===== config.mk =====
export PLATFORM = sky130hd
export DESIGN_NAME = double_to_sig16b_flat
export DESIGN_NICKNAME = d
export VERILOG_FILES = /design/src/rtl/double_to_sig16b_pkg.sv /design/src/rtl/double_to_sig16b_if.sv /design/src/rtl/double_to_sig16b_f64_to_int16_sat.sv /design/src/rtl/double_to_sig16b.sv /design/src/flat_wrapper.sv
export SDC_FILE = /design/constraint.sdc
export NUM_CORES = 1
export LEC_CHECK = 0
export CORE_MARGIN = 2
export CORE_UTILIZATION = 60
export DETAILED_ROUTE_END_ITERATION = 7
export GPL_TIMING_DRIVEN = 0
export PLACE_DENSITY = 0.83
export RECOVER_POWER = 25
export SLEW_MARGIN = 5
export SYNTH_ARGS = -nofsm -noshare
export SYNTH_HDL_FRONTEND = slang
export SYNTH_SLANG_ARGS = --single-unit

===== constraint.sdc =====
create_clock -name clk_operation -period 7.7 [get_ports clk_operation]
set_input_delay 1.54 -clock clk_operation [delete_from_list [all_inputs] [get_ports clk_operation]]
set_output_delay 1.54 -clock clk_operation [all_outputs]
set_load 0.02 [all_outputs]

===== src/rtl/double_to_sig16b_pkg.sv =====
// ---------------------------------------------------------------------------
// double_to_sig16b_pkg
// Shared constants and types for the binary64 -> int16 sample converter.
// No ports. Holds the IEEE-754 field layout, saturation limits and the
// intermediate record carried between the align and round pipeline stages.
// ---------------------------------------------------------------------------
package double_to_sig16b_pkg;

   localparam int SIGN_W   = 1;
   localparam int EXP_W    = 11;
   localparam int FRAC_W   = 52;
   localparam int CNT_W    = 13;
   localparam int RES_W    = 16;

   // Aligned magnitude = integer part (16 bits) plus one round bit.
   localparam int ALIGN_W  = 17;

   localparam logic [EXP_W-1:0] EXP_BIAS = 11'd1023;
   localparam logic [EXP_W-1:0] EXP_MAX  = 11'd2047;

   localparam logic [RES_W-1:0] SAT_POS  = 16'h7FFF;
   localparam logic [RES_W-1:0] SAT_NEG  = 16'h8000;

   typedef struct packed {
      logic [SIGN_W-1:0] sign;
      logic [EXP_W-1:0]  exp;
      logic [FRAC_W-1:0] frac;
   } f64_t;

   // Classification decided in the align stage so the round stage only
   // needs to look at this tag plus the aligned bits.
   typedef enum logic [2:0] {
      K_ZERO = 3'd0,   // zero / subnormal
      K_NAN  = 3'd1,
      K_INF  = 3'd2,
      K_OVF  = 3'd3,   // finite, exponent >= 16
      K_NORM = 3'd4
   } kind_t;

   typedef struct packed {
      logic               sign;
      kind_t              kind;
      logic [ALIGN_W-1:0] aligned;
   } align_t;

endpackage


===== src/rtl/double_to_sig16b_if.sv =====
// ---------------------------------------------------------------------------
// double_to_sig16b_if
// Sample bus between the sample source and the converter.
//   enable                 : pipeline advance / output update qualifier
//   double                 : binary64 sample, 1.0 = one LSB
//   sampling_cycle_counter : 0 marks the output-update slot
//   sig16b                 : registered two's-complement result
// master = sample source, slave = converter.
// ---------------------------------------------------------------------------
interface double_to_sig16b_if;
   import double_to_sig16b_pkg::*;

   logic             enable;
   logic [63:0]      double;
   logic [CNT_W-1:0] sampling_cycle_counter;
   logic [RES_W-1:0] sig16b;

   modport master (
      output enable, double, sampling_cycle_counter,
      input  sig16b
   );

   modport slave (
      input  enable, double, sampling_cycle_counter,
      output sig16b
   );

endinterface


===== src/rtl/double_to_sig16b_f64_to_int16_sat.sv =====
// ---------------------------------------------------------------------------
// f64_to_int16_sat
// Purely combinational binary64 -> saturated int16 conversion, exposed as
// two independent halves so the caller can place a register between them.
//   i_double  -> o_align  : unpack, classify, align magnitude (+ round bit)
//   i_align   -> o_result : round half away from zero, saturate, apply sign
// ---------------------------------------------------------------------------
module f64_to_int16_sat
   import double_to_sig16b_pkg::*;
(
   input  f64_t             i_double,
   output align_t           o_align,
   input  align_t           i_align,
   output logic [RES_W-1:0] o_result
);

   // ---------------- align half ----------------
   logic signed [EXP_W:0] w_e;        // unbiased exponent
   logic [FRAC_W:0]       w_mant;     // 1.F
   logic [5:0]            w_shamt;
   logic [ALIGN_W-1:0]    w_shifted;

   assign w_e     = $signed({1'b0, i_double.exp}) - $signed({1'b0, EXP_BIAS});
   assign w_mant  = {1'b1, i_double.frac};
   // Keep the integer bits plus the first discarded bit: for 0 <= e <= 15
   // this is (1.F * 2^e) * 2 truncated, so bit 0 is the round bit.
   assign w_shamt   = 6'd51 - w_e[5:0];
   assign w_shifted = ALIGN_W'(w_mant >> w_shamt);

   always_comb begin
      o_align      = '0;
      o_align.sign = i_double.sign[0];
      o_align.kind = K_NORM;
      if (i_double.exp == '0) begin
         o_align.kind = K_ZERO;
      end else if (i_double.exp == EXP_MAX) begin
         o_align.kind = (i_double.frac != '0) ? K_NAN : K_INF;
      end else if (w_e >= 12'sd16) begin
         // Too large for any shift to matter; tagged for saturation.
         o_align.kind = K_OVF;
      end else if (w_e >= 12'sd0) begin
         o_align.aligned = w_shifted;
      end else if (w_e == -12'sd1) begin
         // 0.5 <= |x| < 1: integer 0 with round bit set -> rounds to 1.
         o_align.aligned = ALIGN_W'(1);
      end
      // e <= -2 leaves aligned = 0
   end

   // ---------------- round / saturate half ----------------
   logic [ALIGN_W:0] w_m;             // rounded magnitude, up to 65536

   assign w_m = ({1'b0, i_align.aligned} + (ALIGN_W+1)'(1)) >> 1;

   always_comb begin
      o_result = '0;
      case (i_align.kind)
         K_INF, K_OVF: begin
            o_result = i_align.sign ? SAT_NEG : SAT_POS;
         end
         K_NORM: begin
            if (w_m >= (ALIGN_W+1)'(32768))
               o_result = i_align.sign ? SAT_NEG : SAT_POS;
            else if (i_align.sign)
               o_result = -w_m[RES_W-1:0];
            else
               o_result = w_m[RES_W-1:0];
         end
         default: o_result = '0;   // zero, subnormal, NaN
      endcase
   end

endmodule


===== src/rtl/double_to_sig16b.sv =====
// ---------------------------------------------------------------------------
// double_to_sig16b
// Three-stage binary64 -> int16 sample converter with slot-gated output.
//   clk_operation : sole clock
//   rst           : synchronous active-high reset, clears every register
//   bus (slave)   : enable, double, sampling_cycle_counter in; sig16b out
// Stages (advance only while enable=1):
//   S1 capture raw double, S2 aligned magnitude, S3 rounded result R.
// sig16b takes R on enabled edges where the counter is 0, so a sample
// arriving on that same edge is seen only on a later update slot.
// ---------------------------------------------------------------------------
module double_to_sig16b
   import double_to_sig16b_pkg::*;
(
   input  logic              clk_operation,
   input  logic              rst,
   double_to_sig16b_if.slave bus
);

   f64_t             r_s1;
   align_t           r_s2;
   logic [RES_W-1:0] r_result;
   logic [RES_W-1:0] r_sig16b;

   align_t           w_align;
   logic [RES_W-1:0] w_result;
   logic             w_slot;

   assign w_slot = (bus.sampling_cycle_counter == '0);

   f64_to_int16_sat u_conv (
      .i_double (r_s1),
      .o_align  (w_align),
      .i_align  (r_s2),
      .o_result (w_result)
   );

   always_ff @(posedge clk_operation) begin
      if (rst) begin
         r_s1     <= '0;
         r_s2     <= '0;
         r_result <= '0;
         r_sig16b <= '0;
      end else if (bus.enable) begin
         r_s1     <= bus.double;
         r_s2     <= w_align;
         r_result <= w_result;
         if (w_slot)
            r_sig16b <= r_result;   // old R, before this edge's update
      end
   end

   assign bus.sig16b = r_sig16b;

endmodule


===== src/flat_wrapper.sv =====
// flat-port wrapper written by rule: the top's interface ports become plain ports
module double_to_sig16b_flat import double_to_sig16b_pkg::*;
  (clk_operation, rst, bus_enable, bus_double, bus_sampling_cycle_counter, bus_sig16b);
  double_to_sig16b_if bus_i ();
  input  logic clk_operation;
  input  logic rst;
  input wire logic [$bits(bus_i.enable)-1:0] bus_enable;
  input wire logic [$bits(bus_i.double)-1:0] bus_double;
  input wire logic [$bits(bus_i.sampling_cycle_counter)-1:0] bus_sampling_cycle_counter;
  output wire logic [$bits(bus_i.sig16b)-1:0] bus_sig16b;
  assign bus_i.enable = bus_enable;
  assign bus_i.double = bus_double;
  assign bus_i.sampling_cycle_counter = bus_sampling_cycle_counter;
  assign bus_sig16b = bus_i.sig16b;
  double_to_sig16b u_core (.clk_operation(clk_operation), .rst(rst), .bus(bus_i));
endmodule

Word level (Yosys, flattened, before mapping)
Index checks and enable logic that the tools add are counted.

operators by class
  magnitude comparators = 3
  multiplexer cells = 13
  shifts and indexed selects = 1
  $add $sub $neg = 4
  equal/unequal tests = 5
  reductions and logical operators = 5

operator list
  operator                                                              count
  2-to-1 mux 17 bit                                                     4
  >> shifter 53 x 6 -> 17 bit                                           1
  nonzero test 52 bit                                                   1
  2-to-1 mux 16 bit                                                     3
  one-hot mux 16 bit (2 select lines)                                   1
  adder 17 x 1 -> 18 bit (second input constant)                        1
  greater-or-equal comparator 17 x 16 -> 1 bit (second input constant)  1
  negator 16 bit                                                        1
  logical NOT 13 bit                                                    1
  equality test 12 x 1 -> 1 bit (second input constant)                 1
  greater-or-equal comparator 12 x 1 -> 1 bit (second input constant)   1
  greater-or-equal comparator 12 x 6 -> 1 bit (second input constant)   1
  subtractor 11 x 10 -> 12 bit (second input constant)                  1
  equality test 11 bit (second input constant)                          1
  logical NOT 11 bit                                                    1
  2-to-1 mux 3 bit                                                      3
  equality test 3 x 2 -> 1 bit (second input constant)                  2
  subtractor 6 bit (first input constant)                               1
  equality test 3 bit (second input constant)                           1
  2-to-1 mux 2 bit                                                      1
  AND reduction 2 bit                                                   1
  OR reduction 2 bit                                                    1
  2-to-1 mux 1 bit                                                      1

storage, ports and cells
  output and inout port bits = 16
  input bits = 80
  register bits after elaboration = 117

Depth between registers and ports, before layout
  depth after elaboration = 7
  mapped depth = 16
  gate-level depth less buffers = 11

By module
From an unflattened synthesis, not the netlist that was laid out.

second synthesis, totals
  cell total of the unflattened synthesis = 989
  area total of the unflattened synthesis = 8,519.4 um2

modules (own cells, without submodules)
  module            area an instance (um2)  cells an instance  sequential area each (um2)  times used
  double_to_sig16b  4,262.8                 399                2,342.2                     1
  f64_to_int16_sat  4,256.6                 590                0.0                         1

Worst setup path before layout
No wires, ideal clock.

  path type = reg-to-reg
  start = register u_core.r_s1[53] (netlist name)
  end = register u_core.r_s2[11] (netlist name)
  path slack = 4.316 ns
  cell stages (with the launch flop) = 16
  arrival time = 3.251 ns
  library setup time = 0.133 ns
  required time = 7.567 ns
  path through = dfxtp_1 > ha_1 > buf_4 > xor2_2 > inv_2 > buf_2 > buf_1 > ha_1 > xnor2_1 > xnor2_2 > buf_2 > mux2i_1 > mux2i_1 > a31o_2 > a211oi_1 > nor3_1

between the ends
  cells in the longest elaborated chain, start to end = 7

ends and longest elaborated chain
  what                          line                                     text
  start: declaration            double_to_sig16b.sv:20                   f64_t r_s1;
  start signal: assignment      double_to_sig16b.sv:45                   r_s1 <= bus.double;
  subtractor 11 x 10 -> 12 bit  double_to_sig16b_f64_to_int16_sat.sv:23  assign w_e = $signed({1'b0, i_double.exp}) - $signed({1'b0, EXP_BIAS});
  subtractor 6 bit              double_to_sig16b_f64_to_int16_sat.sv:27  assign w_shamt = 6'd51 - w_e[5:0];
  >> shifter 53 x 6 -> 17 bit   double_to_sig16b_f64_to_int16_sat.sv:28  assign w_shifted = ALIGN_W'(w_mant >> w_shamt);
  2-to-1 mux 17 bit             double_to_sig16b_f64_to_int16_sat.sv:41  end else if (w_e >= 12'sd0) begin
  2-to-1 mux 17 bit             double_to_sig16b_f64_to_int16_sat.sv:38  end else if (w_e >= 12'sd16) begin
  2-to-1 mux 17 bit             double_to_sig16b_f64_to_int16_sat.sv:36  end else if (i_double.exp == EXP_MAX) begin
  2-to-1 mux 17 bit *           double_to_sig16b_f64_to_int16_sat.sv:34  if (i_double.exp == '0) begin
  end signal: assignment        double_to_sig16b.sv:46                   r_s2 <= w_align;
  end: declaration              double_to_sig16b.sv:21                   align_t r_s2;

Mark *: on every way between the ends. The rest lies on a longest branch, timed or not.
A chain may end at the register's enable or synchronous reset.

Worst setup path in the final report
  start = register u_core.r_s1[53] (netlist name)
  end = register u_core.r_s2[2] (netlist name)

The elaborated chain is that of the path after synthesis.

==> impl_metrics.env <==
export IMPL_clock_fmax_ghz=0.218
export IMPL_place_inst=1164
export IMPL_grt_usage=0.342
export IMPL_finalSetupTns_ns=0
export IMPL_ff2ff_path_depth=14
export IMPL_place_ws_ns=3.30
export IMPL_cts_hold_buf=0
export IMPL_synth_area_leader_cell="dfxtp_1"
export IMPL_io_pins=96
export IMPL_clkTransAtPathRegs_ns=0.06
export IMPL_start_util=0.620
export IMPL_rows=41
export IMPL_final_net_count=1098
export IMPL_portBuffers=94
export IMPL_clock_sinks=117
export IMPL_final_cells=1196
export IMPL_drt_first_pass_iters=6
export IMPL_rsz0062_at_grt="no"
export IMPL_worst_pin_slew_ns=0.993
export IMPL_yosysWarningCount=0
export IMPL_synth_ff_type="dfxtp_1"
export IMPL_core_area_um2=12700
export IMPL_setup_worst_path_end_class="register"
export IMPL_holdPathEnd="u_core.r_result[15]"
export IMPL_final_antenna_net_count=0
export IMPL_syn_area_per_cell_um2=8.78
export IMPL_cts_setup_buffers=0
export IMPL_yosys_top_cells_area="dfxtp_1 (30%), mux2i_1 (18%), nor2_1 (6.3%), mux4_2 (5.7%), nand2_1 (3.6%)"
export IMPL_grt_pass1_vias=7252
export IMPL_rrSetupSlack_ns=3.11
export IMPL_final_cell_mix="mux2i_1 (141), nor2_1 (133), dfxtp_1 (117)"
export IMPL_viasPerCell=6.34
export IMPL_die_w_um=119
export IMPL_path_class="register to register"
export IMPL_drt_wirelength_per_cell_um=19.6
export IMPL_clock_latency_ns=0.43
export IMPL_hold_violations=0
export IMPL_grt_max_degree=17
export IMPL_crit_start="u_core.r_s1[53]"
export IMPL_n_fill_cell=1007
export IMPL_diodes=0
export IMPL_p_seq_frac=0.371
export IMPL_finClkSkew_ns=0.00532
export IMPL_synth_seq_area_share=0.297
export IMPL_cts_htree_levels=4
export IMPL_syn2layout_area_growth_pct=21.9
export IMPL_synth_edf_count=0
export IMPL_synth_top_area_frac=0.297
export IMPL_synth_distinct_cells=79
export IMPL_power_density_nw_per_um2=186
export IMPL_register_area_um2=2340
export IMPL_maxSlewViolCount=0
export IMPL_max_cap_viol_count=0
export IMPL_switching_share=0.292
export IMPL_irDropWorstVdd_mv=0.146
export IMPL_routed_wl_mm=23.5
export IMPL_dp_final_hpwl_mm=17.7
export IMPL_finalCriticalPeriod_ns=4.59
export IMPL_drc_errors=0
export IMPL_multi_input_comb_area_um2=5150
export IMPL_holdPathStages=2
export IMPL_hp_start="u_core.r_result[15]"
export IMPL_setup_viol=0
export IMPL_synth_async_reset_ratio=0
export IMPL_cts_root_buf="clkbuf_16"
export IMPL_dr_total_vias=7581
export IMPL_cp_required_ns=7.97
export IMPL_netlist_area_um2=7880
export IMPL_synth_nets=985
export IMPL_grt_first_pass_wirelength_mm=38.4
export IMPL_syn_inst=898
export IMPL_p_sw_mw=0.521
export IMPL_leakagePower_nw=3.94
export IMPL_power_mw=1.78
export IMPL_slew_headroom=0.338
export IMPL_ys_ff_latch=117
export IMPL_rr_startpoint="u_core.r_s1[53]"
export IMPL_drive_gt1_frac=0.127
export IMPL_r2r_end="u_core.r_s2[2]"
export IMPL_cts_buffers=17
export IMPL_period_share=0.596
export IMPL_layout_commonest_cell="mux2i_1"
export IMPL_grt_antenna_before_repair=0
export IMPL_setup_ws_ns=3.11
export IMPL_die_area_um2=14100
export IMPL_globalRoute_totalOverflow=0
export IMPL_cp_start_kind="register"
export IMPL_status="finished clean"
export IMPL_combPwrFrac=0.201
export IMPL_power_internal_mw=1.26
export IMPL_tritoncts="done"
export IMPL_die_h_um=119
export IMPL_globalplace_congestion=1.06
export IMPL_worstPathMaxFanout=10
export IMPL_drtIter0Drc=874
export IMPL_ctsResizeCount=0
export IMPL_fin_util=0.755
export IMPL_cts_max_path_buffers=2
export IMPL_cp_arrival_ns=4.86
export IMPL_hold_class="register to register"
export IMPL_p_clk_frac=0.428
==> critical path, cell delays in order, from the launching register on <==
cell,delay (ns)
dfxtp_1,0.52
ha_1,0.21
buf_4,0.17
xor2_2,0.33
inv_2,0.18
buf_2,0.25
buf_1,0.27
ha_1,0.28
xnor2_1,0.30
xnor2_2,0.21
buf_2,0.33
buf_2,0.29
mux2i_1,0.13
a2111oi_0,0.76
o31ai_1,0.18
==> power groups by stage <==
stage / clock network, mW / registers [mW] / logic, mW
6_report: 0.763 / 0.661 / 0.359
4_1_cts: 0.769 / 0.660 / 0.350
3_5_place_dp: 0 / 0.672 / 0.347
3_3_place_gp: 0 / 0.670 / 0.345
2_1_floorplan: 0 / 0.661 / 0.236
5_1_grt: 0.798 / 0.663 / 0.385
==> through the flow <==
step	area (um2)	hold slack, ns
2_1_floorplan	7880	0.440
6_report	9610	0.481
5_1_grt	9610	0.497
4_1_cts	9610	0.487
3_5_place_dp	9040	0.480
3_3_place_gp	9040	0.469
==> layout make-up <==
| type | instances | share of cell area |
|---|---|---|
| clock buffers | 20 | 0.0454 |
| clock inverters | 12 | 0.0137 |
| inverters | 12 | 0.00469 |
| well taps | 172 | 0.0224 |
| flip-flops and latches | 117 | 0.244 |
| multi-input cells | 695 | 0.536 |
| plain buffers | 74 | 0.0363 |
| repair buffers | 94 | 0.0979 |
==> flip-flops by register name (all words and copies together) (netlist names) <==
| name | flops |
|---|---|
| u_core.r_s2 | 21 |
| u_core.bus.sig16b | 16 |
| u_core.r_result | 16 |
| u_core.r_s1 | 64 |
==> synth_stat cells, types with 19 or more instances <==
cell type	number
nand2_1	76
nor4_1	19
nor3_1	22
mux4_2	20
clkbuf_1	29
dfxtp_1	117
a21oi_1	25
nor2_1	133
xnor2_1	24
buf_2	21
o21ai_0	25
mux2i_1	141
==> cell families (layout without fill, tap and decap cells) <==
group,count (synthesis),in the layout,synth area share
flip-flops,117,117,0.297
AND/OR/NAND/NOR,327,327,0.202
XOR/XNOR,36,36,0.0419
multiplexers,178,178,0.261
AO/OA/AOI/OAI,147,147,0.137
adder cells (fa/ha/maj),7,7,0.0111
buffers and inverters,86,212,0.0500
==> per-layer routing <==
layer	GRT usage	wire [um]	part of all wire	vias to the layer above
li1	-	-	-	3534
met1	0.451	9790	0.42	3628
met2	0.546	11000	0.47	365
met3	0.0767	1970	0.084	54
met4	0.135	663	0.028	0
met5	0	0	0	-
==> worst max-delay path by stage <==
stage / endpoint
4_1_cts: u_core.r_s2[2]
3_5_place_dp: u_core.r_s2[2]
5_1_grt: u_core.r_s2[2]
6_report: u_core.r_s2[2]
2_1_floorplan: u_core.r_s2[11]
3_3_place_gp: u_core.r_s2[2]
No activity file was read; power rests on OpenSTA's default activity.
